<file path="src/rtl/car_pkg.sv">
// -----------------------------------------------------------------------------
// car_pkg
// Shared types and constants for the player-car controller and the sprite draw
// stage. The screen and sprite defaults live here so both blocks agree on the
// geometry.
//
// Contents:
//   POS_W / NXT_W / SPD_W / CNT_W : position, signed next-position, speed and
//                                   crash-counter widths
//   DEF_*                         : default screen, sprite and spawn constants
//   car_state_t                   : DRIVE / CRASH / RESPAWN
//   speed_up()                    : saturating +1 on the speed register
//   axis_next()                   : one-axis signed move (pos + dir*speed)
// -----------------------------------------------------------------------------
package car_pkg;

   localparam int POS_W = 12;
   // One extra bit so that a move past either screen edge stays representable
   // as a signed value and can be detected before clamping.
   localparam int NXT_W = POS_W + 1;
   localparam int SPD_W = 4;
   localparam int CNT_W = 8;

   localparam int DEF_SCREEN_W = 800;
   localparam int DEF_SCREEN_H = 600;
   localparam int DEF_CAR_W    = 48;
   localparam int DEF_CAR_H    = 64;
   localparam int DEF_X_INIT   = 376;
   localparam int DEF_Y_INIT   = 500;

   typedef enum logic [1:0] {
      DRIVE   = 2'd0,
      CRASH   = 2'd1,
      RESPAWN = 2'd2
   } car_state_t;

   // Saturating increment: speed never exceeds max_spd.
   function automatic logic [SPD_W-1:0] speed_up(
      input logic [SPD_W-1:0] spd,
      input logic [SPD_W-1:0] max_spd
   );
      logic [SPD_W:0] inc;
      logic [SPD_W-1:0] res;
      inc = {1'b0, spd} + (SPD_W+1)'(1);
      if (inc > {1'b0, max_spd}) begin
         res = max_spd;
      end else begin
         res = inc[SPD_W-1:0];
      end
      return res;
   endfunction

   // dir is +1 (2'b01), -1 (2'b11) or 0; the result is signed so that moves
   // below zero show up as negative values.
   function automatic logic signed [NXT_W-1:0] axis_next(
      input logic [POS_W-1:0]  pos,
      input logic signed [1:0] dir,
      input logic [SPD_W-1:0]  spd
   );
      logic signed [NXT_W-1:0] p;
      logic signed [NXT_W-1:0] s;
      logic signed [NXT_W-1:0] r;
      p = signed'({1'b0, pos});
      s = signed'({{(NXT_W-SPD_W){1'b0}}, spd});
      case (dir)
         2'b01:   r = p + s;
         2'b11:   r = p - s;
         default: r = p;
      endcase
      return r;
   endfunction

endpackage

</file>
<file path="src/rtl/frame_tick.sv">
// -----------------------------------------------------------------------------
// frame_tick
// Rising-edge detector on vsync, producing one single-cycle tick per frame.
// Holding vsync high does not retrigger; only a new low-to-high transition
// does. Shared by every per-frame block on the pixel clock.
//
// Ports:
//   pclk     in  pixel clock
//   rst      in  synchronous, active-high reset
//   vsync_in in  vsync from the timing chain
//   tick     out high for the one cycle in which vsync_in is high but was low
//                on the previous cycle
// -----------------------------------------------------------------------------
module frame_tick (
   input  logic pclk,
   input  logic rst,
   input  logic vsync_in,
   output logic tick
);

   logic r_vsync_d;

   always_ff @(posedge pclk) begin
      if (rst) begin
         r_vsync_d <= 1'b0;
      end else begin
         r_vsync_d <= vsync_in;
      end
   end

   assign tick = vsync_in & ~r_vsync_d;

endmodule

</file>
<file path="src/rtl/car_ctl.sv">
// -----------------------------------------------------------------------------
// car_ctl
// Per-frame position controller for the player car sprite. Once per frame
// (vsync rising edge) it reads the four direction buttons, accelerates the
// car with a saturating speed, moves it and keeps it on screen. Outputs are
// registered and stay stable for the whole frame, so the draw stage can latch
// them any time while vsync is high.
//
// Build option:
//   CAR_CTL_CRASH_EN defined   : hitting a screen edge clamps the car, then a
//                                blinking CRASH period of CRASH_FRAMES frames
//                                and a RESPAWN at (X_INIT, Y_INIT).
//   CAR_CTL_CRASH_EN undefined : hitting an edge only clamps the position and
//                                zeroes the speed; left is tied to 0 and no
//                                crash counter or crash states exist.
//
// Parameters:
//   SCREEN_W, SCREEN_H : visible area in pixels
//   CAR_W, CAR_H       : sprite size (must match the draw stage)
//   X_INIT, Y_INIT     : reset / respawn position
//   MAX_SPEED          : top speed in pixels per frame per axis (1..15)
//   CRASH_FRAMES       : frames spent in CRASH (1..255)
//
// Ports:
//   pclk        in   pixel clock, the only clock
//   rst         in   synchronous, active-high reset
//   vsync_in    in   vsync from the timing chain
//   btn_up/down/left/right in  direction buttons, already synchronous to pclk
//   xpos        out  sprite left x (12 bits)
//   ypos        out  sprite top y (12 bits)
//   left        out  alternate appearance; blinks while crashed
// -----------------------------------------------------------------------------
module car_ctl
   import car_pkg::*;
#(
   parameter int SCREEN_W     = DEF_SCREEN_W,
   parameter int SCREEN_H     = DEF_SCREEN_H,
   parameter int CAR_W        = DEF_CAR_W,
   parameter int CAR_H        = DEF_CAR_H,
   parameter int X_INIT       = DEF_X_INIT,
   parameter int Y_INIT       = DEF_Y_INIT,
   parameter int MAX_SPEED    = 7,
   parameter int CRASH_FRAMES = 60
) (
   input  logic             pclk,
   input  logic             rst,
   input  logic             vsync_in,
   input  logic             btn_up,
   input  logic             btn_down,
   input  logic             btn_left,
   input  logic             btn_right,
   output logic [POS_W-1:0] xpos,
   output logic [POS_W-1:0] ypos,
   output logic             left
);

   // Highest legal top-left coordinate on each axis.
   localparam logic signed [NXT_W-1:0] X_MAX   = NXT_W'(SCREEN_W - CAR_W);
   localparam logic signed [NXT_W-1:0] Y_MAX   = NXT_W'(SCREEN_H - CAR_H);
   localparam logic [POS_W-1:0]        X_RST   = POS_W'(X_INIT);
   localparam logic [POS_W-1:0]        Y_RST   = POS_W'(Y_INIT);
   localparam logic [SPD_W-1:0]        SPD_MAX = SPD_W'(MAX_SPEED);

   if (MAX_SPEED < 1 || MAX_SPEED >= (1 << SPD_W) ||
       CRASH_FRAMES < 1 || CRASH_FRAMES >= (1 << CNT_W)) begin : g_bad_cfg
      $error("car_ctl: MAX_SPEED or CRASH_FRAMES out of range");
   end

   // ------------------------------------------------------------------------
   // Frame tick
   // ------------------------------------------------------------------------
   logic w_tick;

   frame_tick u_frame_tick (
      .pclk     (pclk),
      .rst      (rst),
      .vsync_in (vsync_in),
      .tick     (w_tick)
   );

   // ------------------------------------------------------------------------
   // Motion datapath (shared by both builds)
   // ------------------------------------------------------------------------
   logic [POS_W-1:0]        r_xpos;
   logic [POS_W-1:0]        r_ypos;
   logic [SPD_W-1:0]        r_speed;
   logic [POS_W-1:0]        w_xpos_next;
   logic [POS_W-1:0]        w_ypos_next;
   logic [SPD_W-1:0]        w_speed_next;

   logic signed [1:0]       w_dx;
   logic signed [1:0]       w_dy;
   logic                    w_moving;
   logic [SPD_W-1:0]        w_speed_new;
   logic signed [NXT_W-1:0] w_nx;
   logic signed [NXT_W-1:0] w_ny;
   logic                    w_x_lo;
   logic                    w_x_hi;
   logic                    w_y_lo;
   logic                    w_y_hi;
   logic                    w_hit;
   logic [POS_W-1:0]        w_x_fit;
   logic [POS_W-1:0]        w_y_fit;

   // Opposing buttons cancel to zero on that axis.
   always_comb begin
      w_dx = 2'sd0;
      w_dy = 2'sd0;
      if (btn_right && !btn_left) begin
         w_dx = 2'sd1;
      end else if (btn_left && !btn_right) begin
         w_dx = -2'sd1;
      end
      if (btn_down && !btn_up) begin
         w_dy = 2'sd1;
      end else if (btn_up && !btn_down) begin
         w_dy = -2'sd1;
      end
   end

   assign w_moving = (w_dx != 2'sd0) || (w_dy != 2'sd0);

   // The accelerated speed is applied to this frame's move; releasing all
   // buttons drops straight back to standstill.
   assign w_speed_new = w_moving ? speed_up(r_speed, SPD_MAX) : '0;

   assign w_nx = axis_next(r_xpos, w_dx, w_speed_new);
   assign w_ny = axis_next(r_ypos, w_dy, w_speed_new);

   // Sign bit flags a move past the top/left edge; landing exactly on 0 or
   // on the max bound is still legal.
   assign w_x_lo = w_nx[NXT_W-1];
   assign w_x_hi = !w_nx[NXT_W-1] && (w_nx > X_MAX);
   assign w_y_lo = w_ny[NXT_W-1];
   assign w_y_hi = !w_ny[NXT_W-1] && (w_ny > Y_MAX);
   assign w_hit  = w_x_lo || w_x_hi || w_y_lo || w_y_hi;

   // Each axis is clamped to the bound it violated; an in-range axis keeps
   // its new value even when the other axis hits an edge.
   assign w_x_fit = w_x_lo ? '0 : (w_x_hi ? X_MAX[POS_W-1:0] : w_nx[POS_W-1:0]);
   assign w_y_fit = w_y_lo ? '0 : (w_y_hi ? Y_MAX[POS_W-1:0] : w_ny[POS_W-1:0]);

   always_ff @(posedge pclk) begin
      if (rst) begin
         r_xpos  <= X_RST;
         r_ypos  <= Y_RST;
         r_speed <= '0;
      end else begin
         r_xpos  <= w_xpos_next;
         r_ypos  <= w_ypos_next;
         r_speed <= w_speed_next;
      end
   end

   assign xpos = r_xpos;
   assign ypos = r_ypos;

`ifdef CAR_CTL_CRASH_EN
   // ------------------------------------------------------------------------
   // DRIVE / CRASH / RESPAWN state machine
   // ------------------------------------------------------------------------
   localparam logic [CNT_W-1:0] CNT_INIT = CNT_W'(CRASH_FRAMES);

   car_state_t       r_state;
   car_state_t       w_state_next;
   logic [CNT_W-1:0] r_crash_cnt;
   logic [CNT_W-1:0] w_crash_cnt_next;
   logic [CNT_W-1:0] w_cnt_dec;
   logic             r_left;
   logic             w_left_next;

   always_ff @(posedge pclk) begin
      if (rst) begin
         r_state     <= DRIVE;
         r_crash_cnt <= '0;
         r_left      <= 1'b0;
      end else begin
         r_state     <= w_state_next;
         r_crash_cnt <= w_crash_cnt_next;
         r_left      <= w_left_next;
      end
   end

   always_comb begin
      w_state_next     = r_state;
      w_crash_cnt_next = r_crash_cnt;
      w_left_next      = r_left;
      w_xpos_next      = r_xpos;
      w_ypos_next      = r_ypos;
      w_speed_next     = r_speed;
      w_cnt_dec        = r_crash_cnt - CNT_W'(1);

      if (w_tick) begin
         case (r_state)
            DRIVE: begin
               w_xpos_next = w_x_fit;
               w_ypos_next = w_y_fit;
               if (w_hit) begin
                  w_speed_next     = '0;
                  w_crash_cnt_next = CNT_INIT;
                  // left follows bit 3 of the counter from the first crash
                  // frame on, giving a 16-frame blink period.
                  w_left_next      = CNT_INIT[3];
                  w_state_next     = CRASH;
               end else begin
                  w_speed_next = w_speed_new;
               end
            end
            CRASH: begin
               // Position frozen, buttons ignored.
               w_crash_cnt_next = w_cnt_dec;
               w_left_next      = w_cnt_dec[3];
               if (w_cnt_dec == '0) begin
                  w_left_next  = 1'b0;
                  w_state_next = RESPAWN;
               end
            end
            RESPAWN: begin
               // Buttons ignored; the first move is on the following frame.
               w_xpos_next  = X_RST;
               w_ypos_next  = Y_RST;
               w_speed_next = '0;
               w_state_next = DRIVE;
            end
            default: begin
               w_state_next = DRIVE;
            end
         endcase
      end
   end

   assign left = r_left;
`else
   // ------------------------------------------------------------------------
   // Clamp-only build: an edge hit stops the car against the edge.
   // ------------------------------------------------------------------------
   always_comb begin
      w_xpos_next  = r_xpos;
      w_ypos_next  = r_ypos;
      w_speed_next = r_speed;
      if (w_tick) begin
         w_xpos_next  = w_x_fit;
         w_ypos_next  = w_y_fit;
         w_speed_next = w_hit ? '0 : w_speed_new;
      end
   end

   assign left = 1'b0;
`endif

endmodule

</file>
<file path="config.mk">
export PLATFORM = sky130hd
export DESIGN_NAME = car_ctl
export DESIGN_NICKNAME = d
export VERILOG_FILES = /design/src/rtl/car_pkg.sv /design/src/rtl/frame_tick.sv /design/src/rtl/car_ctl.sv
export SDC_FILE = /design/constraint.sdc
export NUM_CORES = 1
export LEC_CHECK = 0
export BUFFER_PORTS_ARGS = -buffer_cell sky130_fd_sc_hd__buf_2
export CAP_MARGIN = 30
export CORE_MARGIN = 2
export CORE_UTILIZATION = 30
export CTS_CLUSTER_SIZE = 28
export DETAILED_ROUTE_END_ITERATION = 7
export RECOVER_POWER = 25
export SYNTH_ARGS = -nofsm -noshare
export SYNTH_HDL_FRONTEND = slang
export SYNTH_SLANG_ARGS = --single-unit
</file>
<file path="constraint.sdc">
create_clock -name pclk -period 6.9 [get_ports pclk]
set_clock_uncertainty 0.2 [all_clocks]
set_input_delay 2.07 -clock pclk [delete_from_list [all_inputs] [get_ports pclk]]
set_output_delay 2.07 -clock pclk [all_outputs]
set_load 0.03 [all_outputs]
</file>
* Word level (Yosys, flattened, before mapping)
Cells that the tools add are included.
** Word-level totals
- Bits in registers :: 29
- Logic and storage cells :: 49
** Operators by class
- Add/sub/neg operators :: 5
- Order comparisons :: 3
- Equality and inequality tests :: 4
- Multiplexer cells :: 13
- Bitwise logic cells :: 2
- Reduce and logical (&&, ||, !) cells :: 18
** Operators with widths (number)
- 13-bit one-hot mux with 2 select lines :: 2
- 12-bit two-way mux :: 4
- 12-bit by 4-bit adder with 13-bit output :: 2
- 13-bit by 11-bit > comparator with 1-bit output (second input constant) :: 2
- 12-bit by 4-bit subtractor with 13-bit output :: 2
- 4-bit two-way mux :: 3
- 2-bit two-way mux :: 4
- 1-bit logical AND :: 6
- 1-bit logical NOT :: 6
- 4-bit by 1-bit adder with 5-bit output (second input constant) :: 1
- 5-bit by 3-bit > comparator with 1-bit output (second input constant) :: 1
- 2-bit by 1-bit == test with 1-bit output (second input constant) :: 2
- 2-bit == test (second input constant) :: 2
- 1-bit logical OR :: 4
- 2-bit nonzero test :: 2
- 1-bit AND :: 1
- 1-bit NOT :: 1

* Longest topological paths before layout
- Depth in word-level cells :: 15
- Depth in mapped cells :: 20
- Mapped depth without buffers :: 19

* By module
From an unflattened synthesis, not the netlist that was laid out.
** Second synthesis, totals
- Cells, all modules :: 384
- Area total of the unflattened synthesis :: 3037.9 µm²
** Modules (own cells, without submodules)
- car_ctl :: times used 1, cells an instance 381, area each 2990.4 µm²
- frame_tick :: times used 1, cells an instance 3, area each 47.5 µm²

* Worst setup path after synthesis
No wires, ideal clock.
- Path kind :: input port to flip-flop
- Start point :: input port btn_right
- End point :: register r_speed[0]
- Data arrival time :: 5730 ps
- Data required time :: 6612 ps
- Path slack :: 882 ps
- Cell stages on the path :: 19
- Buffers on the path :: 2
- Cell sequence :: inv_1 ha_1 buf_2 nand2_1 and2_1 inv_1 ha_1 a21boi_0 a21oi_1 inv_1 ha_1 buf_6 a2111o_1 o2111ai_2 nand3_1 a31o_2 a31o_2 or2_2 o32ai_2
** On the way
- Longest elaborated chain between the ends :: 15
** Ends and longest elaborated chain
- start, declared :: RTL line car_ctl.sv:51 : input logic btn_right,
- 1-bit logical NOT :: RTL line car_ctl.sv:111 : end else if (btn_left && !btn_right) begin
- 1-bit logical AND :: RTL line car_ctl.sv:111
- 2-bit two-way mux :: RTL line car_ctl.sv:111
- 2-bit two-way mux (*) :: RTL line car_ctl.sv:109 : if (btn_right && !btn_left) begin
- 2-bit nonzero test :: RTL line car_ctl.sv:121 : assign w_moving = (w_dx != 2'sd0) || (w_dy != 2'sd0);
- 1-bit logical OR :: RTL line car_ctl.sv:121
- 4-bit two-way mux :: RTL line car_ctl.sv:125 : assign w_speed_new = w_moving ? speed_up(r_speed, SPD_MAX) : '0;
- 12-bit by 4-bit subtractor with 13-bit output / 12-bit by 4-bit adder with 13-bit output (equally long branches) :: RTL line car_pkg.sv:67, car_pkg.sv:66
- 13-bit one-hot mux with 2 select lines :: RTL line car_pkg.sv:65 : case (dir)
- 13-bit by 11-bit > comparator with 1-bit output / 1-bit logical NOT (equally long branches) :: RTL line car_ctl.sv:133 : assign w_x_hi = !w_nx[NXT_W-1] && (w_nx > X_MAX);
- 1-bit logical AND :: RTL line car_ctl.sv:133
- 1-bit logical OR (3 in series) :: RTL line car_ctl.sv:136 : assign w_hit = w_x_lo || w_x_hi || w_y_lo || w_y_hi;
- 4-bit two-way mux (*) :: RTL line car_ctl.sv:244 : w_speed_next = w_hit ? '0 : w_speed_new;
- end signal, assigned :: RTL line car_ctl.sv:151 : r_speed <= w_speed_next;
- end, declared :: RTL line car_ctl.sv:86 : logic [SPD_W-1:0] r_speed;
Every way passes the cells marked *; elsewhere a longest branch is shown, timed or not.
A chain may end at the register's enable or synchronous reset.

* Worst setup path in the final report
- Start point :: input port btn_up
- End point :: register r_speed[1]
** On the way
- Longest elaborated chain between the ends :: 14
** Ends and longest elaborated chain
- start, declared :: RTL line car_ctl.sv:48 : input logic btn_up,
- 1-bit logical AND / 1-bit logical NOT (equally long branches) :: RTL line car_ctl.sv:116, car_ctl.sv:114
- 2-bit two-way mux / 1-bit logical AND (equally long branches) :: RTL line car_ctl.sv:116, car_ctl.sv:114
- 2-bit two-way mux (*) :: RTL line car_ctl.sv:114 : if (btn_down && !btn_up) begin
- 2-bit nonzero test :: RTL line car_ctl.sv:121
- 1-bit logical OR :: RTL line car_ctl.sv:121
- 4-bit two-way mux :: RTL line car_ctl.sv:125
- 12-bit by 4-bit subtractor with 13-bit output / 12-bit by 4-bit adder with 13-bit output (equally long branches) :: RTL line car_pkg.sv:67, car_pkg.sv:66
- 13-bit one-hot mux with 2 select lines :: RTL line car_pkg.sv:65
- 13-bit by 11-bit > comparator with 1-bit output / 1-bit logical NOT (equally long branches) :: RTL line car_ctl.sv:133
- 1-bit logical AND :: RTL line car_ctl.sv:133
- 1-bit logical OR (3 in series) :: RTL line car_ctl.sv:136
- 4-bit two-way mux (*) :: RTL line car_ctl.sv:244
Marked as above.

==> impl_results.md <==
* Number of instances resized during post-cts repair at 0
* Pins over their slew limit at 0
* Post-Synthesis Net Count at 398
* Share of flip-flops with an asynchronous set or reset after synthesis at 0
* Outcome: finished clean
* Total Negative Setup Slacks at 0 ps
* Diode count at 0
* P_leak at 0.001406 µW
* Worst reg2reg startpoint: r_speed[0]$_SDFFE_PP0P_
* Floorplan die area at 0.01054 mm²
* Effective utilization at floorplan at 0.3045
* Final wirelength at 8.068 mm
* Maximum number of pins on one net before global-route repair at 24
* Yosys warning count at 0
* Die span in x at 102.7 µm
* Number of hold violations in the final report at 0
* Arrival time reported for the critical path endpoint at 6130 ps
* Count of cell types in the netlist at 68
* Max rail drop VDD at 0.1085 mV
* Average instance area after synthesis at 8.184 µm²
* Length of routed met3 wiring at 271 µm
* Core ar. at 0.009594 mm²
* Top cell type by total area after synthesis: sky130_fd_sc_hd__dfxtp_1
* Routed length on met1 at 3.819 mm
* Synthesis-to-finish area growth at 13.66%
* Longest Clk Path Bufs at 2
* Total clock sinks at 29
* Clock period minus final worst setup slack at 6145 ps
* Areal power density over the cells at 261.6 mW/mm²
* Startpoint of the most critical hold path: r_speed[2]$_SDFFE_PP0P_
* Pre-CTS worst setup slack at 459.7 ps
* Wire length on met2 at 3.815 mm
* Capturing element type of the critical path: flip-flop
* RSZ-0062 raised after global routing: no
* Count of input and output buffers at 30
* Tightest Pin Transition at 974.6 ps
* Crit start category: primary input
* Peak Freq at 162.7 MHz
* Drt wl/cell at 15.49 µm
* Number of nets in the layout at 428
* Placed insts at 513
* Total congestion overflow after global routing at 0
* Number of synthesized flops with an enable pin at 0
* Proportion of synthesized chip area in sequential cells at 0.1987
* Boundary pin count at 32
* DRC violation count after routing at 0
* Clock tree from TritonCTS: built
* Vias in the first global route at 2,688
* Number of max-cap violations at 0
* Kind of path behind the tightest hold check: reg2reg
* Insertion delay to the later sink of the worst-skew pair at 280 ps
* Hold-fix buffers at CTS at 0
* DIE HEIGHT at 102.7 µm
* 1st-pass router iterations at 4
* Starting DRC count in detailed routing at 153
* Drt via density at 5.493
* Count of vias placed by the detailed router at 2,862
* Clock transition at the registers of the reported paths at 70 ps
* Depth of the CTS H-tree at 2
* Startpoint-to-endpoint class of the critical path: in2reg
* Final Non-Filler Cells at 521
* Headroom to the max-slew limit at 0.3502
* Number of synthesized register bits at 29
* DP HPWL at 6.253 mm
* GPL Wtd Cong at 0.8627
* Slack of the critical path at 755.3 ps
* Number of antenna violations at the first check in global routing at 0
* Cell at the root of the clock tree: sky130_fd_sc_hd__clkbuf_8
* Crit path required time at 6890 ps
* Critical path fanouts, max at 9
* Period utilisation layout at 0.8905
* Prevailing post-synth register cell: sky130_fd_sc_hd__dfxtp_1
* List of most frequent post-synthesis cells: sky130_fd_sc_hd__ha_1, sky130_fd_sc_hd__dfxtp_1, sky130_fd_sc_hd__nand2_1
* Area contributors post-synth: sky130_fd_sc_hd__dfxtp_1, sky130_fd_sc_hd__ha_1, sky130_fd_sc_hd__nand2_1
* Highest metal used: met4
* Final setup vio count at 0
* Worst setup path start: btn_up
* Top cell type's share of synthesized area at 0.1987
* Fraction of layout instances using a drive strength above 1 at 0.1314
* Global-route wire length before repair at 13.35 mm
* Final ANT Viol Nets at 0
* Buffers inserted during post-CTS setup optimization at 0
* CTS buffer count at 5
* Std cell rows at 36
* Synthesized instance count at 357
* Cell Area, Synth at 0.002922 mm²
* Most used standard cell by instance count after synthesis: sky130_fd_sc_hd__ha_1
* Overall routing resource usage at 0.1600
registers in the layout, indices dropped and copies added (netlist names):
register and count:
u_frame_tick.r_vsync_d 1, r_speed 4, ypos 12, xpos 12
per-stage QoR:
| step | util | hold WS, ps | total power, µW | area [µm²] |
|---|---|---|---|---|
| after floorplan | - | 255.6 | 579.2 | 2922 |
| after global placement | 0.3350 | 289.8 | 676.1 | 3214 |
| after detailed placement | 0.3350 | 288.7 | 680.9 | 3214 |
| after CTS | 0.3472 | 300.4 | 868.8 | 3331 |
| after global routing | 0.3461 | 318.9 | 933.5 | 3321 |
| final | 0.3461 | 306.1 | 868.7 | 3321 |
critical path, stage by stage:
cell	delay, ps
sky130_fd_sc_hd__buf_2	100
sky130_fd_sc_hd__ha_1	300
sky130_fd_sc_hd__nand2_1	120
sky130_fd_sc_hd__and2_1	160
sky130_fd_sc_hd__inv_1	70
sky130_fd_sc_hd__ha_1	230
sky130_fd_sc_hd__a21boi_0	170
sky130_fd_sc_hd__a21oi_1	270
sky130_fd_sc_hd__inv_1	160
sky130_fd_sc_hd__ha_1	410
sky130_fd_sc_hd__a2111o_1	460
sky130_fd_sc_hd__o2111ai_2	260
sky130_fd_sc_hd__nand3_1	180
sky130_fd_sc_hd__a31o_2	300
sky130_fd_sc_hd__a31o_2	260
sky130_fd_sc_hd__or2_2	350
sky130_fd_sc_hd__o31ai_1	260
final cells by class:
cell class | instances | area, µm²
sequential | 29 | 580.6
clock buffer | 7 | 86.33
inverter | 22 | 82.58
multi-input combinational | 295 | 2205
timing repair buffer | 34 | 170.2
clock inverter | 1 | 30.03
fill | 1034 | 6274
tap | 133 | 166.4
logic make-up after synthesis:
family | count (synthesis) | share of synthesized area
AO/OA/AOI/OAI | 117 | 0.3109
XOR/XNOR | 13 | 0.03897
adder cells (fa/ha/maj) | 34 | 0.1507
buffers and inverters | 33 | 0.04668
flip-flops | 29 | 0.1987
multiplexers | 11 | 0.04068
other | 2 | 0.002571
AND/OR/NAND/NOR | 118 | 0.2107
routing by layer:
metal,global-route usage,vias up
li1,-,1406
met5,0,-
met1,0.2066,1358
met2,0.2685,83
met3,0.02237,15
met4,0.06462,0
path summary, 6_finish.rpt:
| kind | slack, ps | to | cells after the start |
|---|---|---|---|
| max | 760 | r_speed[1]$_SDFFE_PP0P_ | 17 |
| min | 310 | r_speed[2]$_SDFFE_PP0P_ | 2 |
| max reg2reg | 2040 | r_speed[1]$_SDFFE_PP0P_ | 18 |
| min reg2reg | 310 | r_speed[2]$_SDFFE_PP0P_ | 2 |
cell usage in the layout (no fill, tap or decap), drive strengths merged, types with 9 or more instances in the layout:
master / count
ha: 32
nand2b: 9
a21oi: 20
nor2: 22
buf: 26
dfxtp: 29
nand2: 28
o21ai: 14
clkbuf: 15
inv: 21
power by group:
group | leakage [µW] | switching, µW | total, µW | internal (µW)
Sequential | 0.000238 | 19.6 | 202 | 182
Clock | 0.0000585 | 69.0 | 187 | 118
Combinational | 0.00111 | 292 | 480 | 188
Power figures use the tool's default switching activity.
